## config.mk

```make
export PLATFORM = sky130hd
export DESIGN_NAME = fifo_wr_arbiter
export DESIGN_NICKNAME = d
export VERILOG_FILES = /design/src/rtl/fifo_wr_arbiter.sv
export SDC_FILE = /design/constraint.sdc
export NUM_CORES = 1
export LEC_CHECK = 0
export CORE_MARGIN = 4
export CORE_UTILIZATION = 32
export CTS_CLUSTER_SIZE = 14
export DETAILED_ROUTE_END_ITERATION = 10
export PLACE_DENSITY_LB_ADDON = 0.25
export SLEW_MARGIN = 40
export SYNTH_ARGS = -nofsm -noshare
export SYNTH_HDL_FRONTEND = slang
export SYNTH_SLANG_ARGS = --single-unit
```

## constraint.sdc

```tcl
create_clock -name clk -period 2.23 [get_ports clk]
set_input_delay 0.3345 -clock clk [delete_from_list [all_inputs] [get_ports clk]]
set_output_delay 0.3345 -clock clk [all_outputs]
set_load 0.05 [all_outputs]
```

## src/rtl/fifo_wr_arbiter.sv

```systemverilog
// Round-robin write-port arbiter that lets several producers share one FIFO
// write port. The winner of an arbitration owns the port for a burst of up to
// MAX_BURST beats, or until it drops valid. Priority then rotates to the
// producer after the owner. Data goes from producer to FIFO with no register
// in between, so fifo_full is always current and the FIFO cannot overflow.
module fifo_wr_arbiter #(
    parameter int DataWidth = 16,
    parameter int NumReq    = 4,
    parameter int MAX_BURST = 8,
    parameter int IdWidth   = $clog2(NumReq)
) (
    input  logic                        clk,
    input  logic                        rst,
    input  logic [NumReq-1:0]           req_valid,
    input  logic [NumReq*DataWidth-1:0] req_data,
    output logic [NumReq-1:0]           req_ready,
    input  logic                        fifo_full,
    output logic                        fifo_wr,
    output logic [DataWidth-1:0]        fifo_data,
    output logic [IdWidth-1:0]          grant_id,
    output logic                        busy
);

    // beat_cnt only has to reach MAX_BURST-1; keep at least one bit.
    localparam int CntWidth = (MAX_BURST > 1) ? $clog2(MAX_BURST) : 1;
    localparam logic [CntWidth-1:0] LastBeat = CntWidth'(MAX_BURST - 1);

    typedef enum logic {
        IDLE  = 1'b0,
        BURST = 1'b1
    } state_t;

    state_t                 state_reg, state_next;
    logic [IdWidth-1:0]     rr_ptr_reg, rr_ptr_next;
    logic [IdWidth-1:0]     grant_id_reg, grant_id_next;
    logic [CntWidth-1:0]    beat_cnt_reg, beat_cnt_next;

    logic [IdWidth-1:0]     winner;
    logic                   any_valid;
    logic                   transfer;
    logic [IdWidth-1:0]     after_owner;
    logic [DataWidth-1:0]   req_words [NumReq];

    // Index arithmetic modulo NumReq; works for non-power-of-two counts.
    function automatic logic [IdWidth-1:0] wrap_add(input logic [IdWidth-1:0] base,
                                                    input int offset);
        int sum;
        sum = int'(base) + offset;
        if (sum >= NumReq) begin
            sum = sum - NumReq;
        end
        return IdWidth'(sum);
    endfunction

    // Per-producer word slices and per-producer ready decode.
    generate
        for (genvar gi = 0; gi < NumReq; gi++) begin : g_req
            assign req_words[gi] = req_data[gi*DataWidth +: DataWidth];
            assign req_ready[gi] = busy & (grant_id_reg == IdWidth'(gi)) & ~fifo_full;
        end
    endgenerate

    // Rotating-priority search: first valid producer at or after rr_ptr.
    always_comb begin
        winner    = '0;
        any_valid = 1'b0;
        for (int k = 0; k < NumReq; k++) begin
            if (!any_valid && req_valid[wrap_add(rr_ptr_reg, k)]) begin
                any_valid = 1'b1;
                winner    = wrap_add(rr_ptr_reg, k);
            end
        end
    end

    // State register; asynchronous reset drops ready/wr the same instant.
    always_ff @(posedge clk or posedge rst) begin
        if (rst) begin
            state_reg    <= IDLE;
            rr_ptr_reg   <= '0;
            grant_id_reg <= '0;
            beat_cnt_reg <= '0;
        end else begin
            state_reg    <= state_next;
            rr_ptr_reg   <= rr_ptr_next;
            grant_id_reg <= grant_id_next;
            beat_cnt_reg <= beat_cnt_next;
        end
    end

    // Next-state logic: arbitrate in IDLE, count beats and release in BURST.
    always_comb begin
        state_next    = state_reg;
        rr_ptr_next   = rr_ptr_reg;
        grant_id_next = grant_id_reg;
        beat_cnt_next = beat_cnt_reg;
        after_owner   = wrap_add(grant_id_reg, 1);
        case (state_reg)
            IDLE: begin
                if (any_valid) begin
                    grant_id_next = winner;
                    beat_cnt_next = '0;
                    state_next    = BURST;
                end
            end
            BURST: begin
                if (!req_valid[grant_id_reg]) begin
                    // Owner gave up the port; nothing written this cycle.
                    state_next  = IDLE;
                    rr_ptr_next = after_owner;
                end else if (transfer) begin
                    if (beat_cnt_reg == LastBeat) begin
                        state_next  = IDLE;
                        rr_ptr_next = after_owner;
                    end else begin
                        beat_cnt_next = beat_cnt_reg + 1'b1;
                    end
                end
                // Valid but FIFO full: hold everything, no timeout.
            end
        endcase
    end

    // Output decode: steer the owner's word to the FIFO when a beat moves.
    always_comb begin
        busy      = (state_reg == BURST);
        grant_id  = grant_id_reg;
        transfer  = req_valid[grant_id_reg] & req_ready[grant_id_reg];
        fifo_wr   = transfer;
        fifo_data = busy ? req_words[grant_id_reg] : '0;
    end

endmodule
```

==> flow_metrics.tcl <==
set metrics [dict create \
    count_of_clock_tree_sinks 8 \
    cts-buffers-inserted 3 \
    crit_path_start_kind "register" \
    peakVddDrop_mv 0.494 \
    grt_first_pass_wirelength_mm 6.19 \
    r2r_slack_ns 0.36 \
    coreArea_um2 3340 \
    antenna_found_initial 0 \
    yosys_warnings 0 \
    synth.ff_latch_count 8 \
    flip_flop_count_of_the_largest_register_after_layout 3 \
    layout-area-overhead-vs-synth_pct 95.3 \
    layout.filler_cells 264 \
    clock_insertion_delay_at_the_later_pin_of_the_skew_report_ns 0.26 \
    num-nets-final 281 \
    synth-seq-area-share_pct 18.0 \
    worst-endpoint-arrival_ns 1.83 \
    postLayoutCellArea_um2 2170 \
    vias_in_the_first_global_route 1280 \
    mappedNetlistNets 178 \
    vias 1216 \
    route.detailed.drc 0 \
    finalHoldWorstSlack_ns 0.308 \
    drt-initial-drc-count 42 \
    final_cell_mix "sky130_fd_sc_hd__clkdlybuf4s50_1 (71), sky130_fd_sc_hd__buf_4 (29), sky130_fd_sc_hd__and2_1 (20)" \
    critical_path_peak_fanout 9 \
    finish.cell_count_without_fillers 249 \
    power.leakage_nw 0.916 \
    max_clock_freq_mhz 462 \
    finalWorstPathRequiredPeriod_ns 2.16 \
    drive_gt1_share_pct 31.0 \
    post-synth-top-area-fraction_pct 34.4 \
    cts_max_path_buffers 2 \
    worst_hold_class "input port to asynchronous set/reset pin" \
    final-setup-viol-count 0 \
    die_w_um 67.0 \
    n_antenna_cell 0 \
    grt_max_degree 22 \
    worstRegToRegCells 6 \
    fp-row-count 21 \
    grt_use_total_pct 17.9 \
    worstMarginPinSlew_ns 0.512 \
    synth_area_leader_cell "sky130_fd_sc_hd__mux4_2" \
    synth_area_um2 1110 \
    crit_required_ns 1.90 \
    clock-root-buffer "sky130_fd_sc_hd__clkbuf_4" \
    detail_route.vias_per_cell 4.88 \
    route.final.wire_length_mm 4.05 \
    io_buffer_count 94 \
    max_cap_viol_count 0 \
    place.detailed.hpwl_mm 3.50 \
    cts.htree.levels 1 \
    final.setup_skew_ns 0.00822 \
    power.density_cell_area_nw_per_um2 1250 \
    postSynthAreaPerCell_um2 11.0 \
    synthTopCellsByArea "sky130_fd_sc_hd__mux4_2 (34%), sky130_fd_sc_hd__dfrtp_1 (18%), sky130_fd_sc_hd__and2_1 (11%)" \
    postCtsHoldBufs 0 \
    mostFrequentLayoutCell "sky130_fd_sc_hd__clkdlybuf4s50_1" \
    avgRoutedWirePerCell_um 16.3 \
    report.final.hold_viol_count 0 \
    timing_worst_setup_path_type "register to primary output" \
    gpl.final_weighted_congestion 0.772 \
    final_max_slew_viol_count 0 \
    detail_route.first_pass.iterations 4 \
    dieHeight_um 67.0 \
    status "complete, no violations" \
    antenna_viol_nets_final 0 \
    die_area_um2 4480 \
    slew_headroom_pct 65.7 \
    dp_cells 240 \
    synthDistinctLibCells 29 \
    path_clk_slew_ns 0.06 \
    cts_tree "done" \
    congestion_overflow_gr 0 \
    placement.cell_area_um2 2090 \
    utilization_pct 65.1 \
    critPathCaptureType "primary output" \
    fin_crit_sh_pct 97.1 \
    initial_utilization_pct 33.3 \
    netlist_instances 101 \
    ioPinCount 95 \
]
[critical path, stage by stage (launching register included)]
cell and delay, ns:
sky130_fd_sc_hd__dfrtp_2 0.50, sky130_fd_sc_hd__buf_6 0.14, sky130_fd_sc_hd__mux4_2 0.53, sky130_fd_sc_hd__and2_2 0.22, sky130_fd_sc_hd__buf_4 0.18
[kinds of logic (layout without fill, tap and decap cells)]
group                      after synthesis  after routing  share of synthesized area [%]
AOI/OAI and AO/OA                       10             10                           7.20
muxes                                   24             24                           41.2
buffers and inverters                   15            117                           6.64
and+or+nand+nor                         38             38                           20.2
DFF                                      8              8                           18.0
adders and majority gates                6              6                           6.75
[synthesized netlist by cell type]
cell and instances:
sky130_fd_sc_hd__a21boi_0 1, sky130_fd_sc_hd__a21oi_1 2, sky130_fd_sc_hd__a21oi_2 1, sky130_fd_sc_hd__a22oi_1 1, sky130_fd_sc_hd__and2_1 20, sky130_fd_sc_hd__and2_2 1
sky130_fd_sc_hd__buf_2 2, sky130_fd_sc_hd__buf_6 2, sky130_fd_sc_hd__clkbuf_1 3, sky130_fd_sc_hd__dfrtp_1 8, sky130_fd_sc_hd__ha_1 6, sky130_fd_sc_hd__inv_1 8
sky130_fd_sc_hd__mux2_4 1, sky130_fd_sc_hd__mux2i_1 6, sky130_fd_sc_hd__mux4_2 17, sky130_fd_sc_hd__nand2_1 5, sky130_fd_sc_hd__nand3b_1 1, sky130_fd_sc_hd__nand4b_1 1
sky130_fd_sc_hd__nor2_1 2, sky130_fd_sc_hd__nor2_2 1, sky130_fd_sc_hd__nor2b_1 2, sky130_fd_sc_hd__nor3_1 2, sky130_fd_sc_hd__nor4_1 1, sky130_fd_sc_hd__o21ai_0 2
sky130_fd_sc_hd__o22ai_4 1, sky130_fd_sc_hd__o2bb2ai_1 1, sky130_fd_sc_hd__o31ai_1 1, sky130_fd_sc_hd__or2_2 1, sky130_fd_sc_hd__or3b_1 1
[path summary, 6_finish.rpt]
path                                  from               to
max                            grant_id[0]          fifo_wr
min                                    rst    rr_ptr_reg[0]
max reg2reg                    grant_id[0]    rr_ptr_reg[1]
min reg2reg                beat_cnt_reg[0]  beat_cnt_reg[0]
max in group asynchronous              rst      grant_id[1]
min in group clk           beat_cnt_reg[0]  beat_cnt_reg[0]
[power breakdown]
group | switching [W] | internal [W]
clock | 0.0000552 | 0.0000688
combinational | 0.00130 | 0.00101
sequential | 0.0000862 | 0.000203
total | 0.00144 | 0.00128
[area by class of cell]
class	instances	area [um^2]	area share [%]
Timing Repair Buffer	105	1010	46.5
Multi-Input combinational cell	78	842	38.8
Sequential cell	8	205	9.45
Tap cell	46	57.6	2.65
Inverter	8	30.0	1.38
Clock buffer	4	26.3	1.21
[timing repair]
| action | in CTS | in global routing |
|---|---|---|
| endpoints found under the setup margin | 1 | 9 |
| resized for setup | 1 | 3 |
| buffers inserted | 0 | 5 |
[per-layer routing]
layer	track usage [%]	up-vias	wire, um
met5	0	-	0
met4	5.32	0	61
met3	4.72	6	478
met2	32.7	64	2070
met1	20.0	568	1440
li1	-	578	-
[metrics by stage]
stage,total power (W),setup TNS [ns],setup WS (ns)
2_1_floorplan,0.00187,0,0.0309
5_1_grt,0.00290,-0.00712,-0.00421
3_3_place_gp,0.00250,0,0.179
4_1_cts,0.00267,0,0.00783
3_5_place_dp,0.00254,0,0.140
6_report,0.00272,0,0.0658
Power figures use the tool's default switching activity.
